File: config.mk
export PLATFORM = sky130hd
export DESIGN_NAME = spi_frame_arbiter
export DESIGN_NICKNAME = d
export VERILOG_FILES = /design/src/rtl/spi_frame_arbiter.sv
export SDC_FILE = /design/constraint.sdc
export NUM_CORES = 1
export LEC_CHECK = 0
export ABC_AREA = 1
export BUFFER_PORTS_ARGS = -buffer_cell sky130_fd_sc_hd__buf_2
export CAP_MARGIN = 10
export CORE_ASPECT_RATIO = 0.9
export CORE_MARGIN = 8
export CORE_UTILIZATION = 35
export CTS_BUF_LIST = sky130_fd_sc_hd__clkbuf_16
export DETAILED_ROUTE_END_ITERATION = 8
export GPL_ROUTABILITY_DRIVEN = 0
export SLEW_MARGIN = 5
export SYNTH_ARGS = -nofsm -noshare
export SYNTH_HDL_FRONTEND = slang
export SYNTH_SLANG_ARGS = --single-unit
File: constraint.sdc
create_clock -name clk -period 1.91 [get_ports clk]
set_clock_uncertainty 0.15 [all_clocks]
set_input_delay 0.0955 -clock clk [delete_from_list [all_inputs] [get_ports clk]]
set_output_delay 0.0955 -clock clk [all_outputs]
set_load 0.05 [all_outputs]
File: src/rtl/spi_frame_arbiter.sv
// Round-robin arbiter that frames 1..4-byte SPI transfers from two requesters onto one byte engine.
// Optional WAIT timeout with sticky err flag is enabled by defining SPI_ARB_TIMEOUT_EN.
module spi_frame_arbiter #(
    parameter int CS_GAP      = 4,
    parameter int TIMEOUT_CYC = 1024
) (
    input  logic        clk,
    input  logic        rst_n,
    input  logic        req0,
    input  logic        req1,
    input  logic [1:0]  len0,
    input  logic [1:0]  len1,
    input  logic [31:0] data0,
    input  logic [31:0] data1,
    output logic        gnt0,
    output logic        gnt1,
    output logic        done0,
    output logic        done1,
    output logic        eng_start,
    output logic [7:0]  eng_data,
    input  logic        eng_busy,
    input  logic        eng_finished,
    output logic        sync,
    output logic        err
);

    typedef enum logic [2:0] {IDLE, SETUP, SEND, WAIT, GAP} state_t;

    localparam logic [7:0] GAP_LAST = 8'(CS_GAP - 1);

    state_t      state_r;
    logic        owner_r;
    logic        last_r;
    logic [1:0]  len_r;
    logic [1:0]  byte_cnt_r;
    logic [31:0] data_r;
    logic [7:0]  gap_cnt_r;
    logic        winner_s;
    logic [7:0]  byte_s;

`ifdef SPI_ARB_TIMEOUT_EN
    localparam logic [31:0] TO_LAST = 32'(TIMEOUT_CYC - 1);
    logic [31:0] wait_cnt_r;
`else
    assign err = 1'b0;
`endif

    // Round-robin winner: on contention the port not served last wins.
    always_comb begin
        winner_s = 1'b0;
        if (req0 && req1) begin
            winner_s = ~last_r;
        end else if (req0) begin
            winner_s = 1'b0;
        end else begin
            winner_s = 1'b1;
        end
    end

    // Current byte of the latched frame, byte 0 in the top bits.
    always_comb begin
        byte_s = 8'h00;
        case (byte_cnt_r)
            2'd0:    byte_s = data_r[31:24];
            2'd1:    byte_s = data_r[23:16];
            2'd2:    byte_s = data_r[15:8];
            2'd3:    byte_s = data_r[7:0];
            default: byte_s = 8'h00;
        endcase
    end

    // Frame FSM with registered outputs; async reset raises sync at once.
    always_ff @(posedge clk or negedge rst_n) begin
        if (!rst_n) begin
            state_r    <= IDLE;
            owner_r    <= 1'b0;
            last_r     <= 1'b1;
            len_r      <= 2'd0;
            byte_cnt_r <= 2'd0;
            data_r     <= 32'h0000_0000;
            gap_cnt_r  <= 8'd0;
            gnt0       <= 1'b0;
            gnt1       <= 1'b0;
            done0      <= 1'b0;
            done1      <= 1'b0;
            eng_start  <= 1'b0;
            eng_data   <= 8'h00;
            sync       <= 1'b1;
`ifdef SPI_ARB_TIMEOUT_EN
            wait_cnt_r <= 32'd0;
            err        <= 1'b0;
`endif
        end else begin
            gnt0      <= 1'b0;
            gnt1      <= 1'b0;
            done0     <= 1'b0;
            done1     <= 1'b0;
            eng_start <= 1'b0;
            case (state_r)
                IDLE: begin
                    if (req0 || req1) begin
                        owner_r    <= winner_s;
                        last_r     <= winner_s;
                        len_r      <= winner_s ? len1 : len0;
                        data_r     <= winner_s ? data1 : data0;
                        gnt0       <= ~winner_s;
                        gnt1       <= winner_s;
                        sync       <= 1'b0;
                        byte_cnt_r <= 2'd0;
                        state_r    <= SETUP;
`ifdef SPI_ARB_TIMEOUT_EN
                        err        <= 1'b0;
`endif
                    end
                end
                SETUP: begin
                    state_r <= SEND;
                end
                SEND: begin
                    if (!eng_busy) begin
                        eng_start <= 1'b1;
                        eng_data  <= byte_s;
                        state_r   <= WAIT;
`ifdef SPI_ARB_TIMEOUT_EN
                        wait_cnt_r <= 32'd0;
`endif
                    end
                end
                WAIT: begin
                    if (eng_finished) begin
                        if (byte_cnt_r == len_r) begin
                            sync      <= 1'b1;
                            done0     <= ~owner_r;
                            done1     <= owner_r;
                            gap_cnt_r <= GAP_LAST;
                            state_r   <= GAP;
                        end else begin
                            byte_cnt_r <= byte_cnt_r + 2'd1;
                            state_r    <= SEND;
                        end
                    end
`ifdef SPI_ARB_TIMEOUT_EN
                    else if (wait_cnt_r == TO_LAST) begin
                        // Engine never answered: abandon the frame and flag it.
                        sync      <= 1'b1;
                        done0     <= ~owner_r;
                        done1     <= owner_r;
                        err       <= 1'b1;
                        gap_cnt_r <= GAP_LAST;
                        state_r   <= GAP;
                    end else begin
                        wait_cnt_r <= wait_cnt_r + 32'd1;
                    end
`endif
                end
                GAP: begin
                    if (gap_cnt_r == 8'd0) begin
                        state_r <= IDLE;
                    end else begin
                        gap_cnt_r <= gap_cnt_r - 8'd1;
                    end
                end
                default: begin
                    state_r <= IDLE;
                    sync    <= 1'b1;
                end
            endcase
        end
    end

endmodule

=== Word level (Yosys, flattened, before mapping) ===
Index checks and enable logic that the tools add are counted.

* Reduce and logical (&&, ||, !) cells: 14
* Eq/ne operators: 15
* Bitwise gates (word level): 5
* Multiplexer cells: 35
* $add $sub $neg: 2

{| class="wikitable"
|+ Operator list
! cell !! number
|-
| 32-bit 2-to-1 mux || 1
|-
| 8-bit case mux with 4 select lines || 1
|-
| 8-bit 2-to-1 mux || 3
|-
| 1-bit 2-to-1 mux || 17
|-
| 8-bit case mux with 2 select lines || 1
|-
| 4-bit AND reduction || 4
|-
| 3-bit 2-to-1 mux || 5
|-
| 3-bit case mux with 5 select lines || 1
|-
| 2-bit inequality test (second input constant) || 7
|-
| 8-bit logical NOT || 1
|-
| 2-bit 2-to-1 mux || 4
|-
| 8-bit by 1-bit subtractor with 8-bit output (second input constant) || 1
|-
| 3-bit by 2-bit == test with 1-bit output (second input constant) || 2
|-
| 1-bit inverter || 5
|-
| 2-bit == test (second input constant) || 2
|-
| 2-bit case mux with 2 select lines || 1
|-
| 2-bit AND reduction || 2
|-
| 2-bit nonzero test || 2
|-
| 3-bit by 1-bit == test with 1-bit output (second input constant) || 1
|-
| 3-bit == test (second input constant) || 1
|-
| 3-bit logical NOT || 1
|-
| 1-bit case mux with 3 select lines || 1
|-
| 3-bit OR reduction || 1
|-
| 2-bit by 1-bit adder with 2-bit output (second input constant) || 1
|-
| other kinds (5) || 5
|}

* Logic and storage cells: 85
* Bits in registers: 63
* Output and inout bits: 15
* Input port bits: 74

=== Logic depth before layout (Yosys ltp) ===
Gate-level depths: netlist of the first run.

* Depth after elaboration: 5
* Gate-level depth with buffers: 8
* Depth with buffers taken out: 8

=== Least setup slack after synthesis of the first run ===
Ideal clock, no wire load.

* Path kind: register to register
* Start: register byte_cnt_r[0]
* End: register eng_data[0]
* Stages on the path, launching flop included: 7
* Setup time: 0.124 ns
* Path slack: 0.362 ns
* Path buffers: 1
* Arrival: 1.274 ns
* Period minus slack after synthesis: 1.548 ns
* Required time: 1.636 ns
* Cell sequence: dfrtp_1 -> inv_1 -> ha_1 -> buf_1 -> inv_1 -> o211ai_1 -> nand2_1

* Word-level cells in the longest chain between the ends: 2
* Elaborated cells between the ends (all ways): 5
* Those cells by class: 3 x eq/ne; 1 x mux; 1 x reduce/logical

{| class="wikitable"
|+ RTL lines
! element !! line !! source
|-
| start, declared || 35 || <nowiki>logic [1:0] byte_cnt_r;</nowiki>
|-
| start signal, assigned || 138 || <nowiki>byte_cnt_r <= byte_cnt_r + 2'd1;</nowiki>
|-
| 2-bit == test, or another cell as far along || 63 || <nowiki>case (byte_cnt_r)</nowiki>
|-
| 8-bit case mux with 4 select lines (*) || 63 ||
|-
| end signal, assigned || 122 || <nowiki>eng_data <= byte_s;</nowiki>
|-
| end, declared || 20 || <nowiki>output logic [7:0] eng_data,</nowiki>
|}

Every way passes the cells marked *; elsewhere a longest branch is shown, timed or not.
A chain may end at the register's enable or synchronous reset.

=== Worst setup path after layout of the first run ===
* Start: register state_r[1]
* End: register data_r[0]

* Word-level cells in the longest chain between the ends: 2

{| class="wikitable"
|+ RTL lines
! element !! line !! source
|-
| start, declared || 31 || <nowiki>state_t state_r;</nowiki>
|-
| start signal, assigned || 75 || <nowiki>state_r <= IDLE;</nowiki>
|-
| start signal, assigned || 110 || <nowiki>state_r <= SETUP;</nowiki>
|-
| start signal, assigned || 117 || <nowiki>state_r <= SEND;</nowiki>
|-
| 3-bit logical NOT || 99 || <nowiki>case (state_r)</nowiki>
|-
| 2-bit AND reduction (no line) || - ||
|-
| end signal, assigned || 105 || <nowiki>data_r <= winner_s ? data1 : data0;</nowiki>
|-
| end, declared || 36 || <nowiki>logic [31:0] data_r;</nowiki>
|}

No other way between the ends.

==> results.tsv, run 1 <==
metric	value	unit
outcome	finished clean	
synth_nets	500	
cp-end-kind	flop	
die-area	12720	um^2
synth.largest_area_cell	dfrtp_1	
fin_setup_tns	0	ns
cts.htree.levels	3	
grt_pass1_wl	16640	um
hold_class	in2async	
fin_crit	1.704	ns
final_cell_area	4870	um^2
maxSlewHeadroom	0.5759	
post-route-period-util	0.8923	
crit_fanout	42	
p_sw_frac	0.4159	
vdd_drop_max	0.6060	mV
clock-sinks	63	
crit_required	1.99	ns
io_pins	89	
hold_violations	0	
grt_pass1_vias	3488	
drc_errors	0	
synth_commonest_cells	nand2_1, dfrtp_1, nor2_1, inv_1	
setup_violations	0	
critPathLaunchType	flop	
ys_seq_elements	63	
num_rows	33	
antenna_left	0	
rsz0062_at_grt	false	
dp_hpwl	6585	um
p_per_area	1411	nW/um^2
fmax	586.7	MHz
worst_hold_slack	0.1666	ns
port_buffers	87	
synth_most_common_cell	nand2_1	
p_int	4.013	mW
syn_avg_cell_area	7.805	um^2
worst_slack	0.2056	ns
cts_max_path_buffers	2	
wirelength	10030	um
arrival	1.78	ns
die_y	107.8	um
preCtsSetupSlack	0.2319	ns
wire_per_inst	14.26	um
die-width	118.0	um
clk_latency	0.32	ns
antenna_found_initial	2	
clkPwrFrac	0.233	
synthDominantCellAreaShare	0.4656	
path_class	reg2reg	
yosysSeqAreaShare	0.4817	
p_comb_frac	0.429	
core_area	9125	um^2
overflow	0	
ys.flop_type	dfrtp_1	
cts_inserted_buffers	9	
start_util	0.3592	
worstMarginPinSlew	0.6352	ns
drv_cap	0	
synthDistinctLibCells	27	
tritoncts	done	
p_switching	2.857	mW
via_count	3363	
slew_viol_final	0	
seqPwrFrac	0.337	
p_total	6.870	mW
synth_edf_count	0	
async_reset_ff_frac	1.000	
via_per_inst	4.784	
drive_above_1_share	0.2073	
ys_warn_count	0	
dr.pass1.iters	6	
drt_iter0_markers	193	
final_nets	654	
synth_cells	420	
clkSlewWorstSetupHoldPaths	0.05	ns
synth_area_leaders	dfrtp_1, nand2_1, nor2_1	
netlist_area	3278	um^2
grt_max_degree	64	
grtUsageTotal	0.1621	
syn2layout_area_growth	48.55	%
p_leak	2.412	nW
clockRootBuffer	clkbuf_16	
placed_area	3856	um^2
post_cts_buffers	0	
power by group through the flow:
| stage | Combinational, mW | Clock, mW | Sequential [mW] |
|---|---|---|---|
| 2_1_floorplan | 1.76 | 0 | 2.57 |
| 3_3_place_gp | 2.75 | 0 | 2.32 |
| 3_5_place_dp | 2.81 | 0 | 2.33 |
| 4_1_cts | 2.93 | 1.63 | 2.32 |
| 5_1_grt | 3.30 | 1.69 | 2.38 |
| 6_report | 2.95 | 1.60 | 2.32 |
critical path, cell delays in order (launching register included):
cell and delay, ns:
dfrtp_1 0.45, nor2_2 0.17, nand2_2 0.12, a21oi_4 0.21, buf_12 0.23, o21ai_1 0.10
o22ai_1 0.17
routing by layer:
| metal | routed length, um | track usage | share of wire | vias to the layer above |
|---|---|---|---|---|
| li1 | - | - | - | 1691 |
| met1 | 4479 | 0.1937 | 0.45 | 1546 |
| met2 | 4864 | 0.2719 | 0.49 | 112 |
| met3 | 509 | 0.03985 | 0.051 | 14 |
| met4 | 172 | 0.07671 | 0.017 | 0 |
| met5 | 0 | 0 | 0 | - |
path summary, 6_finish.rpt:
check	from	endpoint	slack (ns)	depth (start not counted)
max	state_r[1]$_DFFE_PN0P_	data_r[0]$_DFFE_PN0P_	0.21	6
min reg2reg	owner_r$_DFFE_PN0P_	done0$_DFF_PN0_	0.27	1
min	rst_n	data_r[13]$_DFFE_PN0P_	0.17	3
min in group clk	req1	data_r[11]$_DFFE_PN0P_	0.23	5
max in group asynchronous	rst_n	sync$_DFFE_PN1P_	1.12	3
max reg2reg	state_r[1]$_DFFE_PN0P_	data_r[0]$_DFFE_PN0P_	0.21	6
timing repair:
item,CTS,global route
endpoints found under the hold margin,104,0
hold buffers,71,0
gates resized for setup,0,0
placed cells by master, fill, tap and decap left out, drive strengths merged:
master,netlist,routed
inv,57,58
ha,6,6
dfrtp,61,61
diode,0,2
o22ai,34,34
nor3,1,1
o21bai,1,1
xor2,1,1
clkbuf,9,9
dfstp,2,2
nand2,73,73
nor2,62,62
a21oi,12,12
bufinv,0,1
clkinv,0,3
nand3b,1,1
o211ai,8,8
clkinvlp,0,2
conb,1,1
buf,13,94
xnor2,3,3
nand4,3,3
o21ai,47,47
dlygate4sd3,0,71
nand3,25,25
layout make-up:
cell class              instances  area [um^2]
fillers                       824         4255
flip-flops and latches         63         1579
multi-input cells             278         1385
repair buffers                165         1236
clock buffers                   9        225.2
inverters                      57        214.0
well taps                     122        152.6
clock inverters                 7        72.57
diodes                          2        5.005
cells by family after synthesis:
| logic type | share of synthesized area |
|---|---|
| compound gates | 0.1824 |
| xor+xnor | 0.01069 |
| fa+ha+maj | 0.02290 |
| buf+inv | 0.09580 |
| flops | 0.4817 |
| other cells | 0.001144 |
| simple gates | 0.2053 |
sequential cells by signal, summed over array words and instances (netlist names), 2 cells and up:
signal / cells
state_r: 3
len_r: 2
eng_data: 8
gap_cnt_r: 8
byte_cnt_r: 2
data_r: 32
stage by stage:
step             util  cells
2_1_floorplan       -    420
3_3_place_gp   0.4226    614
3_5_place_dp   0.4226    614
4_1_cts        0.5331    701
5_1_grt        0.5337    703
6_report       0.5337    703
Power figures use the tool's default switching activity.
==> inputs of run 2 (changes only) <==
RECOVER_POWER = 100   (was default)
==> run 2 against run 1 <==
Effect of this change:
- count of clock-buffer cells in the layout unchanged
- hold slack better by 0.060 ns
- die area stayed put
- register-to-register slack worse by 0.05 ns
- core utilization down 0.55 points
- routed wire length rose by 0.43%
- final cell count unchanged
- global-route usage unchanged
- combinational power decreased by 2%
- setup slack got worse by 0.055 ns
- sequential share of layout area is 0.34 points higher
- largest power group unchanged
==> results.tsv, run 2 (synthesis gave the netlist of run 1 again) <==
metric	value	unit
outcome	finished clean	
critPathLaunchType	flop	
worst_hold_slack	0.2271	ns
tritoncts	done	
preCtsSetupSlack	0.2319	ns
via_count	3334	
drc_errors	0	
arrival	1.84	ns
die-width	118.0	um
setup_violations	0	
final_nets	654	
rsz0062_at_grt	false	
clock-sinks	63	
final_cell_mix	buf_2, nand2_1, dlygate4sd3_1, nor2_1, dfrtp_1	
clockRootBuffer	clkbuf_16	
cts_max_path_buffers	2	
drt_iter0_markers	201	
die-area	12720	um^2
cts.htree.levels	3	
dp_hpwl	6585	um
path_class	reg2reg	
drv_cap	0	
regMostFlops	data_r	
num_rows	33	
overflow	0	
post-route-period-util	0.9210	
fin_crit	1.759	ns
hold_violations	0	
start_util	0.3592	
fin_setup_tns	0	ns
grtUsageTotal	0.1621	
worstMarginPinSlew	0.8551	ns
post-route-util	0.5282	
vdd_drop_max	0.6038	mV
antenna_left	0	
p_total	6.804	mW
final_common_cell	buf_2	
post_cts_buffers	0	
clk_latency	0.33	ns
grt_max_degree	64	
cp-end-kind	flop	
wire_per_inst	14.32	um
dr.pass1.iters	5	
syn2layout_area_growth	47.02	%
slew_viol_final	0	
via_per_inst	4.743	
io_pins	89	
hold_class	in2reg	
grt_pass1_wl	16640	um
p_per_area	1412	nW/um^2
antenna_found_initial	2	
wirelength	10070	um
grt_pass1_vias	3488	
largestRegisters	data_r (32), eng_data (8), gap_cnt_r (8)	
fmax	568.5	MHz
die_y	107.8	um
cts_inserted_buffers	9	
largest_register_ffs	32	
worst_slack	0.1509	ns
clkSlewWorstSetupHoldPaths	0.05	ns
crit_required	1.99	ns
cts_resized	0	
crit_fanout	42	
port_buffers	87	
cts_hold_buf	71	
p_leak	2.352	nW
core_area	9125	um^2
drive_above_1_share	0.1762	
maxSlewHeadroom	0.4299	
[run 2: cell types whose count changed in the layout (fill, tap and decap cells not counted), sizes merged]
cell,before,now
clkbuf,9,25
buf,94,78
[run 2: worst paths after layout]
path / from / endpoint / slack (ns) / depth (start not counted)
worst max-delay path: state_r[1]$_DFFE_PN0P_ / data_r[0]$_DFFE_PN0P_ / 0.15 / 6
worst min-delay path: req0 / gnt1$_DFF_PN0_ / 0.23 / 6
worst max register to register: state_r[1]$_DFFE_PN0P_ / data_r[0]$_DFFE_PN0P_ / 0.15 / 6
worst min register to register: owner_r$_DFFE_PN0P_ / done0$_DFF_PN0_ / 0.27 / 1
max in group asynchronous: rst_n / data_r[3]$_DFFE_PN0P_ / 0.68 / 3
min in group asynchronous: rst_n / data_r[13]$_DFFE_PN0P_ / 0.37 / 3
[run 2: final cells by class]
cell class | instances | area, um^2
Fill cell | 835 | 4305
Sequential cell | 63 | 1579
Multi-Input combinational cell | 278 | 1369
Timing Repair Buffer | 165 | 1202
Clock buffer | 9 | 225.2
Inverter | 57 | 214.0
Tap cell | 122 | 152.6
Clock inverter | 7 | 72.57
Antenna cell | 2 | 5.005
[run 2: per-stage QoR]
step	cell area, um^2	cells
6_report	4820	703
2_1_floorplan	3278	420
3_5_place_dp	3856	614
4_1_cts	4865	701
3_3_place_gp	3856	614
5_1_grt	4820	703
[run 2: worst max-delay path: stages (launching register included)]
cell and delay, ns:
dfrtp_1 0.44, nor2_1 0.19, nand2_2 0.14, a21oi_4 0.21
buf_12 0.22, o21ai_0 0.12, o22ai_1 0.18
[run 2: power by group]
group | leakage [nW] | switching [mW] | internal (mW)
Combinational | 1.42 | 1.86 | 1.03
Clock | 0.142 | 0.596 | 1.01
Sequential | 0.790 | 0.385 | 1.93
[run 2: per-layer routing]
| layer | GRT usage | part of all wire | vias to the layer above |
|---|---|---|---|
| li1 | - | - | 1689 |
| met3 | 0.03985 | 0.053 | 21 |
| met2 | 0.2719 | 0.48 | 104 |
| met4 | 0.07671 | 0.023 | 0 |
| met5 | 0 | 0 | - |
| met1 | 0.1937 | 0.44 | 1520 |
